===== src/rtl/mmio_uart_tx.sv =====
// mmio_uart_tx: memory-mapped 8N1 serial transmitter on the CPU data side.
// A two-word window holds DATA (push a byte / read the FIFO count) and
// STATUS (read the flags / clear the sticky overflow). Stored bytes are
// queued in a circular FIFO and shifted out on tx, LSB first.
//
// state   | meaning
// --------+-----------------------------------------------------------
// S_IDLE  | line high; pops the FIFO head as soon as one is present
// S_START | start bit (low) held for CLKS_PER_BIT cycles
// S_DATA  | shift[0] driven for CLKS_PER_BIT cycles per bit, 8 bits
// S_STOP  | stop bit (high) held for CLKS_PER_BIT cycles
module mmio_uart_tx #(
    parameter int          CLKS_PER_BIT = 868,
    parameter int          FIFO_DEPTH   = 16,
    parameter logic [31:0] BASE_ADDR    = 32'h1001_0000
) (
    input  logic        clk,
    input  logic        rst,
    input  logic        cs,
    input  logic        we,
    input  logic        re,
    input  logic [31:0] addr,
    input  logic [31:0] wdata,
    output logic [31:0] rdata,
    output logic        tx,
    output logic        busy
);

    localparam int AW = $clog2(FIFO_DEPTH);
    localparam int CW = AW + 1;
    localparam int BW = (CLKS_PER_BIT > 1) ? $clog2(CLKS_PER_BIT) : 1;

    typedef enum logic [1:0] {
        S_IDLE  = 2'd0,
        S_START = 2'd1,
        S_DATA  = 2'd2,
        S_STOP  = 2'd3
    } state_t;

    state_t        r_state;
    state_t        w_state_nxt;
    logic [BW-1:0] r_baud;
    logic [BW-1:0] w_baud_nxt;
    logic [2:0]    r_bitcnt;
    logic [2:0]    w_bitcnt_nxt;
    logic [7:0]    r_shift;
    logic [7:0]    w_shift_nxt;
    logic          r_tx;
    logic          w_tx_nxt;

    logic [7:0]    r_mem [FIFO_DEPTH];
    logic [AW-1:0] r_wr_ptr;
    logic [AW-1:0] r_rd_ptr;
    logic [CW-1:0] r_count;
    logic          r_ovf;

    logic          w_data_hit;
    logic          w_stat_hit;
    logic          w_full;
    logic          w_empty;
    logic          w_push_req;
    logic          w_push;
    logic          w_pop;
    logic          w_ovf_set;
    logic          w_ovf_clr;
    logic          w_baud_done;
    logic          w_unused;

    assign w_data_hit  = (addr == BASE_ADDR);
    assign w_stat_hit  = (addr == (BASE_ADDR + 32'd4));
    assign w_full      = (r_count == CW'(FIFO_DEPTH));
    assign w_empty     = (r_count == '0);
    assign w_push_req  = cs && we && w_data_hit;
    // A full FIFO still takes the byte when the transmitter frees a slot on the same edge.
    assign w_push      = w_push_req && (!w_full || w_pop);
    assign w_ovf_set   = w_push_req && w_full && !w_pop;
    assign w_ovf_clr   = cs && we && w_stat_hit && wdata[3];
    assign w_baud_done = (r_baud == BW'(CLKS_PER_BIT - 1));

    assign busy = (r_state != S_IDLE) || !w_empty;
    assign tx   = r_tx;

    // Only the low byte and the overflow-clear bit of the store data matter.
    assign w_unused = ^{wdata[31:8], wdata[6:4], wdata[2:0]};

    // Load data mux; zero outside the window or when no load is requested.
    always_comb begin
        rdata = 32'd0;
        if (cs && re) begin
            if (w_data_hit) begin
                rdata = 32'(r_count);
            end else if (w_stat_hit) begin
                rdata = {28'd0, r_ovf, busy, w_full, w_empty};
            end
        end
    end

    // Transmitter next-state, baud/bit counters, shifter and pop request.
    always_comb begin
        w_state_nxt  = r_state;
        w_baud_nxt   = r_baud;
        w_bitcnt_nxt = r_bitcnt;
        w_shift_nxt  = r_shift;
        w_pop        = 1'b0;
        case (r_state)
            S_IDLE: begin
                if (!w_empty) begin
                    w_pop       = 1'b1;
                    w_shift_nxt = r_mem[r_rd_ptr];
                    w_baud_nxt  = '0;
                    w_state_nxt = S_START;
                end
            end
            S_START: begin
                if (w_baud_done) begin
                    w_baud_nxt   = '0;
                    w_bitcnt_nxt = 3'd0;
                    w_state_nxt  = S_DATA;
                end else begin
                    w_baud_nxt = r_baud + BW'(1);
                end
            end
            S_DATA: begin
                if (w_baud_done) begin
                    w_baud_nxt  = '0;
                    w_shift_nxt = {1'b0, r_shift[7:1]};
                    if (r_bitcnt == 3'd7) begin
                        w_state_nxt = S_STOP;
                    end else begin
                        w_bitcnt_nxt = r_bitcnt + 3'd1;
                    end
                end else begin
                    w_baud_nxt = r_baud + BW'(1);
                end
            end
            S_STOP: begin
                if (w_baud_done) begin
                    w_baud_nxt  = '0;
                    w_state_nxt = S_IDLE;
                end else begin
                    w_baud_nxt = r_baud + BW'(1);
                end
            end
            default: begin
                w_state_nxt = S_IDLE;
            end
        endcase
    end

    // Line level for the coming cycle, so tx is a clean flop output.
    always_comb begin
        w_tx_nxt = 1'b1;
        case (w_state_nxt)
            S_START: w_tx_nxt = 1'b0;
            S_DATA:  w_tx_nxt = w_shift_nxt[0];
            default: w_tx_nxt = 1'b1;
        endcase
    end

    // Transmitter registers; reset abandons any frame in flight.
    always_ff @(posedge clk or posedge rst) begin
        if (rst) begin
            r_state  <= S_IDLE;
            r_baud   <= '0;
            r_bitcnt <= 3'd0;
            r_shift  <= 8'd0;
            r_tx     <= 1'b1;
        end else begin
            r_state  <= w_state_nxt;
            r_baud   <= w_baud_nxt;
            r_bitcnt <= w_bitcnt_nxt;
            r_shift  <= w_shift_nxt;
            r_tx     <= w_tx_nxt;
        end
    end

    // FIFO pointers, occupancy and sticky overflow (set beats clear).
    always_ff @(posedge clk or posedge rst) begin
        if (rst) begin
            r_wr_ptr <= '0;
            r_rd_ptr <= '0;
            r_count  <= '0;
            r_ovf    <= 1'b0;
        end else begin
            if (w_push) begin
                r_wr_ptr <= r_wr_ptr + AW'(1);
            end
            if (w_pop) begin
                r_rd_ptr <= r_rd_ptr + AW'(1);
            end
            case ({w_push, w_pop})
                2'b10:   r_count <= r_count + CW'(1);
                2'b01:   r_count <= r_count - CW'(1);
                default: r_count <= r_count;
            endcase
            if (w_ovf_set) begin
                r_ovf <= 1'b1;
            end else if (w_ovf_clr) begin
                r_ovf <= 1'b0;
            end
        end
    end

    // FIFO storage; contents need no reset since the pointers gate them.
    always_ff @(posedge clk) begin
        if (w_push) begin
            r_mem[r_wr_ptr] <= wdata[7:0];
        end
    end

endmodule


===== config.mk =====
export PLATFORM = sky130hd
export DESIGN_NAME = mmio_uart_tx
export DESIGN_NICKNAME = d
export VERILOG_FILES = /design/src/rtl/mmio_uart_tx.sv
export SDC_FILE = /design/constraint.sdc
export NUM_CORES = 1
export LEC_CHECK = 0
export CORE_MARGIN = 4
export CORE_UTILIZATION = 29
export DETAILED_ROUTE_END_ITERATION = 12
export SLEW_MARGIN = 20
export SYNTH_ARGS = -nofsm -noshare
export SYNTH_HDL_FRONTEND = slang
export SYNTH_SLANG_ARGS = --single-unit

===== constraint.sdc =====
create_clock -name clk -period 3 [get_ports clk]
set_clock_uncertainty 0.15 [all_clocks]
set_input_delay 0.9 -clock clk [delete_from_list [all_inputs] [get_ports clk]]
set_output_delay 0.9 -clock clk [all_outputs]
set_load 0.005 [all_outputs]

==> results.toml <==
[layout]
post_route_cells_drive_above_1_share_pct = 32.7
num_antenna_cells = 0
design_area_mm2 = 0.00914
final_util_pct = 37.2
multi_input_area_mm2 = 0.00244
fillCellCount = 2294
fin_cells = 912
final_nets = 657
area_growth_pct = 25.5
seqCellArea_mm2 = 0.00480

[floorplan]
coreArea_mm2 = 0.0245
fp.dieArea_mm2 = 0.0277
die_w_um = 166
row_count = 57
initial_core_util_pct = 29.7
pin_count = 103
dieHeight_um = 166

[synth]
synth_top_area_share_pct = 52.8
synth.distinct_cells = 52
yosysMostFrequentCell = "edfxtp_1"
async_flop_share_pct = 22.9
seq_area_frac_synth_pct = 65.9
synth_enable_flop_cells = 128
synthTopCellsByArea = "edfxtp_1 (53%), dfrtp_1 (13%), mux4_2 (12%)"
synthTopCellsByCount = "edfxtp_1 (128), nand2_1 (46), mux4_2 (39)"
synthesis.area_mm2 = 0.00728
syn_area_per_cell_um2 = 15.7
synth_warnings = 0
syn_inst = 464
synth_top_cell_by_area = "edfxtp_1"
ys_seq_elements = 166
yosys_most_used_dff = "edfxtp_1"

[drt]
drt_first_pass_iters = 5
drtAntennaViolNets = 0
vias_per_cell = 4.63
routed_wl_um = 16000
drtIter0Drc = 254
via_count = 4226
drcViolationCount = 0
drt-wirelength-per-cell_um = 17.6

[sta]
drv_slew = 0
tightest_slew_ns = 0.564
finalHoldWorstSlack_ns = 0.362
finalSetupViolCount = 6
rsz0062_at_grt = "yes"
hold_viol_final = 0
fin_crit_sh_pct = 111
slew_headroom_pct = 62.4
setup_ws_ns = -0.325
fmax_mhz = 301
post-route-min-period_ns = 3.32

[power_and_ir_drop]
intPower_mw = 3.69
pwr-share-seq_pct = 52.7
switchingPower_mw = 1.01
switching_share_pct = 21.6
power_frac_clock_pct = 44.9
powerDensity_mw_per_mm2 = 515
vdd_drop_max_mv = 0.323
p_leak_nw = 3.26
comb_power_share_pct = 2.4
power_mw = 4.70

[setup_path]
worst_path_max_delay_cell = "nor4_4"
cpPeakStageDelay_ns = 0.25
cp-start-kind = "primary input"
crit_chain = "buf_2 -> nor4_4 -> nand4_1 -> nor3_2 -> buf_4 -> buf_6 -> buf_6 -> a22oi_2 -> nor2_1 -> buf_2"
worst_setup_path_end_kind = "output port"
cp.arrival_ns = 2.27
crit_buf_inv = 5
cp_max_fo = 3
path_delay_family = "simple AND/OR/NAND/NOR gates"
required_ns = 1.95
crit_type = "primary input to output port"

[clocking]
insertion_delay_ns = 0.43
ctsHoldBuffers = 0
cts_buffers = 17
path_clk_slew_ns = 0.06
htree_levels = 4
clock_sinks = 166
clk_path_buf_depth = 2
cts_tree = "done"
cts_root_buffer = "clkbuf_16"

[placement]
portBuffers = 51
place.gp.congestion = 0.809
dp_cells = 874
detailed_place_hpwl_um = 10700
placed_cell_area_mm2 = 0.00844

[grt]
grt_max_degree = 39
track_usage_pct = 11.7
grt_pass1_wl_um = 25300
antenna_found_initial = 0
first_global_vias = 4401
grt_overflow = 0

[job]
cap_viol_max_count = 0

[hold_path]
hold_class = "flip-flop to flip-flop"

[outcome]
violations = "negative setup slack"
outcome = "finished with violations"
placed cells by master, fill, tap and decap left out, types with 6 or more instances in the layout:
cell             count
nand3_1              6
buf_6                9
buf_2               20
xnor2_1             10
ha_1                11
clkbuf_16           17
buf_4               58
nand2_1             46
nand4_1              6
o21ai_0             17
inv_6                6
edfxtp_1           128
clkdlybuf4s50_1     15
a21oi_1              6
nor2_1              26
a22oi_1             10
dfrtp_1             36
clkdlybuf4s15_1      8
conb_1              27
mux4_2              39
worst reg2reg max path, stage by stage (launching register included):
cell and delay [ns]:
dfrtp_1 0.44, nor4_2 0.35, nand2b_2 0.16, nand2_1 0.26, a21oi_4 0.08, buf_4 0.14, ha_1 0.26, a21o_1 0.18
a21oi_2 0.14, xnor2_1 0.07, mux2_1 0.27
power by group through the flow:
stage / clock, mW / sequential (mW) / combinational, mW
detailed placement: 0 / 2.53 / 0.111
floorplan: 0 / 2.53 / 0.0444
CTS: 2.15 / 2.48 / 0.108
finish: 2.11 / 2.48 / 0.113
global placement: 0 / 2.53 / 0.106
global route: 2.27 / 2.48 / 0.123
metal layers:
metal	track usage [%]	vias to the layer above	routed length [um]
met3	2.61	15	912
met1	15.5	2141	6770
met2	19.4	113	8150
li1	-	1957	-
met4	3.34	0	176
met5	0	-	0
sequential cells by signal, indices dropped and copies added, names as in the netlist, 2 cells and up:
signal and flops:
r_baud 10, r_shift 8, r_wr_ptr 4, r_rd_ptr 4, r_state 2, r_count 5, r_mem 128, r_bitcnt 3
logic make-up (layout without fill, tap and decap cells):
family / count (synthesis) / count (layout) / synth area share [%]
AOI/OAI and AO/OA: 54 / 54 / 5.00
xor gates and xnor gates: 14 / 14 / 1.68
adders and majority gates: 12 / 12 / 2.17
buffers and inverters: 52 / 150 / 4.33
DFF: 166 / 166 / 65.9
muxes: 45 / 45 / 12.9
other: 1 / 27 / 0.0515
and+or+nand+nor: 120 / 120 / 7.96
metrics by stage:
| step | setup slack, ns | TNS (ns) |
|---|---|---|
| after CTS | -0.384 | -1.80 |
| final | -0.325 | -1.61 |
| after global routing | -0.495 | -2.50 |
| after detailed placement | -1.10 | -72.58 |
| after global placement | -1.08 | -66.17 |
| after floorplan | -0.0856 | -1.60 |
worst paths after layout:
path | startpoint | endpoint | slack [ns] | depth (start not counted)
max | addr[0] | rdata[2] | -0.32 | 10
max in group asynchronous | rst | r_rd_ptr[0]$_DFFE_PP0P_ | 1.56 | 3
min | r_shift[2]$_DFFE_PP0P_ | r_shift[2]$_DFFE_PP0P_ | 0.36 | 2
max reg2reg | r_count[2]$_DFFE_PP0P_ | r_count[3]$_DFFE_PP0P_ | 0.38 | 10
min in group asynchronous | rst | r_baud[3]$_DFFE_PP0P_ | 0.76 | 3
min reg2reg | r_shift[2]$_DFFE_PP0P_ | r_shift[2]$_DFFE_PP0P_ | 0.36 | 2
area by class of cell:
| cell class | instances | area share [%] |
|---|---|---|
| Clock buffer | 17 | 4.66 |
| Clock inverter | 14 | 1.51 |
| Timing Repair Buffer | 113 | 9.86 |
| Multi-Input combinational cell | 272 | 26.7 |
| Inverter | 6 | 0.274 |
| Tap cell | 324 | 4.44 |
| Sequential cell | 166 | 52.5 |
repair_timing:
action | 4_1_cts | 5_1_grt
resized for setup | 141 | 15
pin swaps | 15 | 11
endpoints found under the setup margin | 120 | 22
setup buffers | 4 | 4
(Power assumes the default switching activity.)
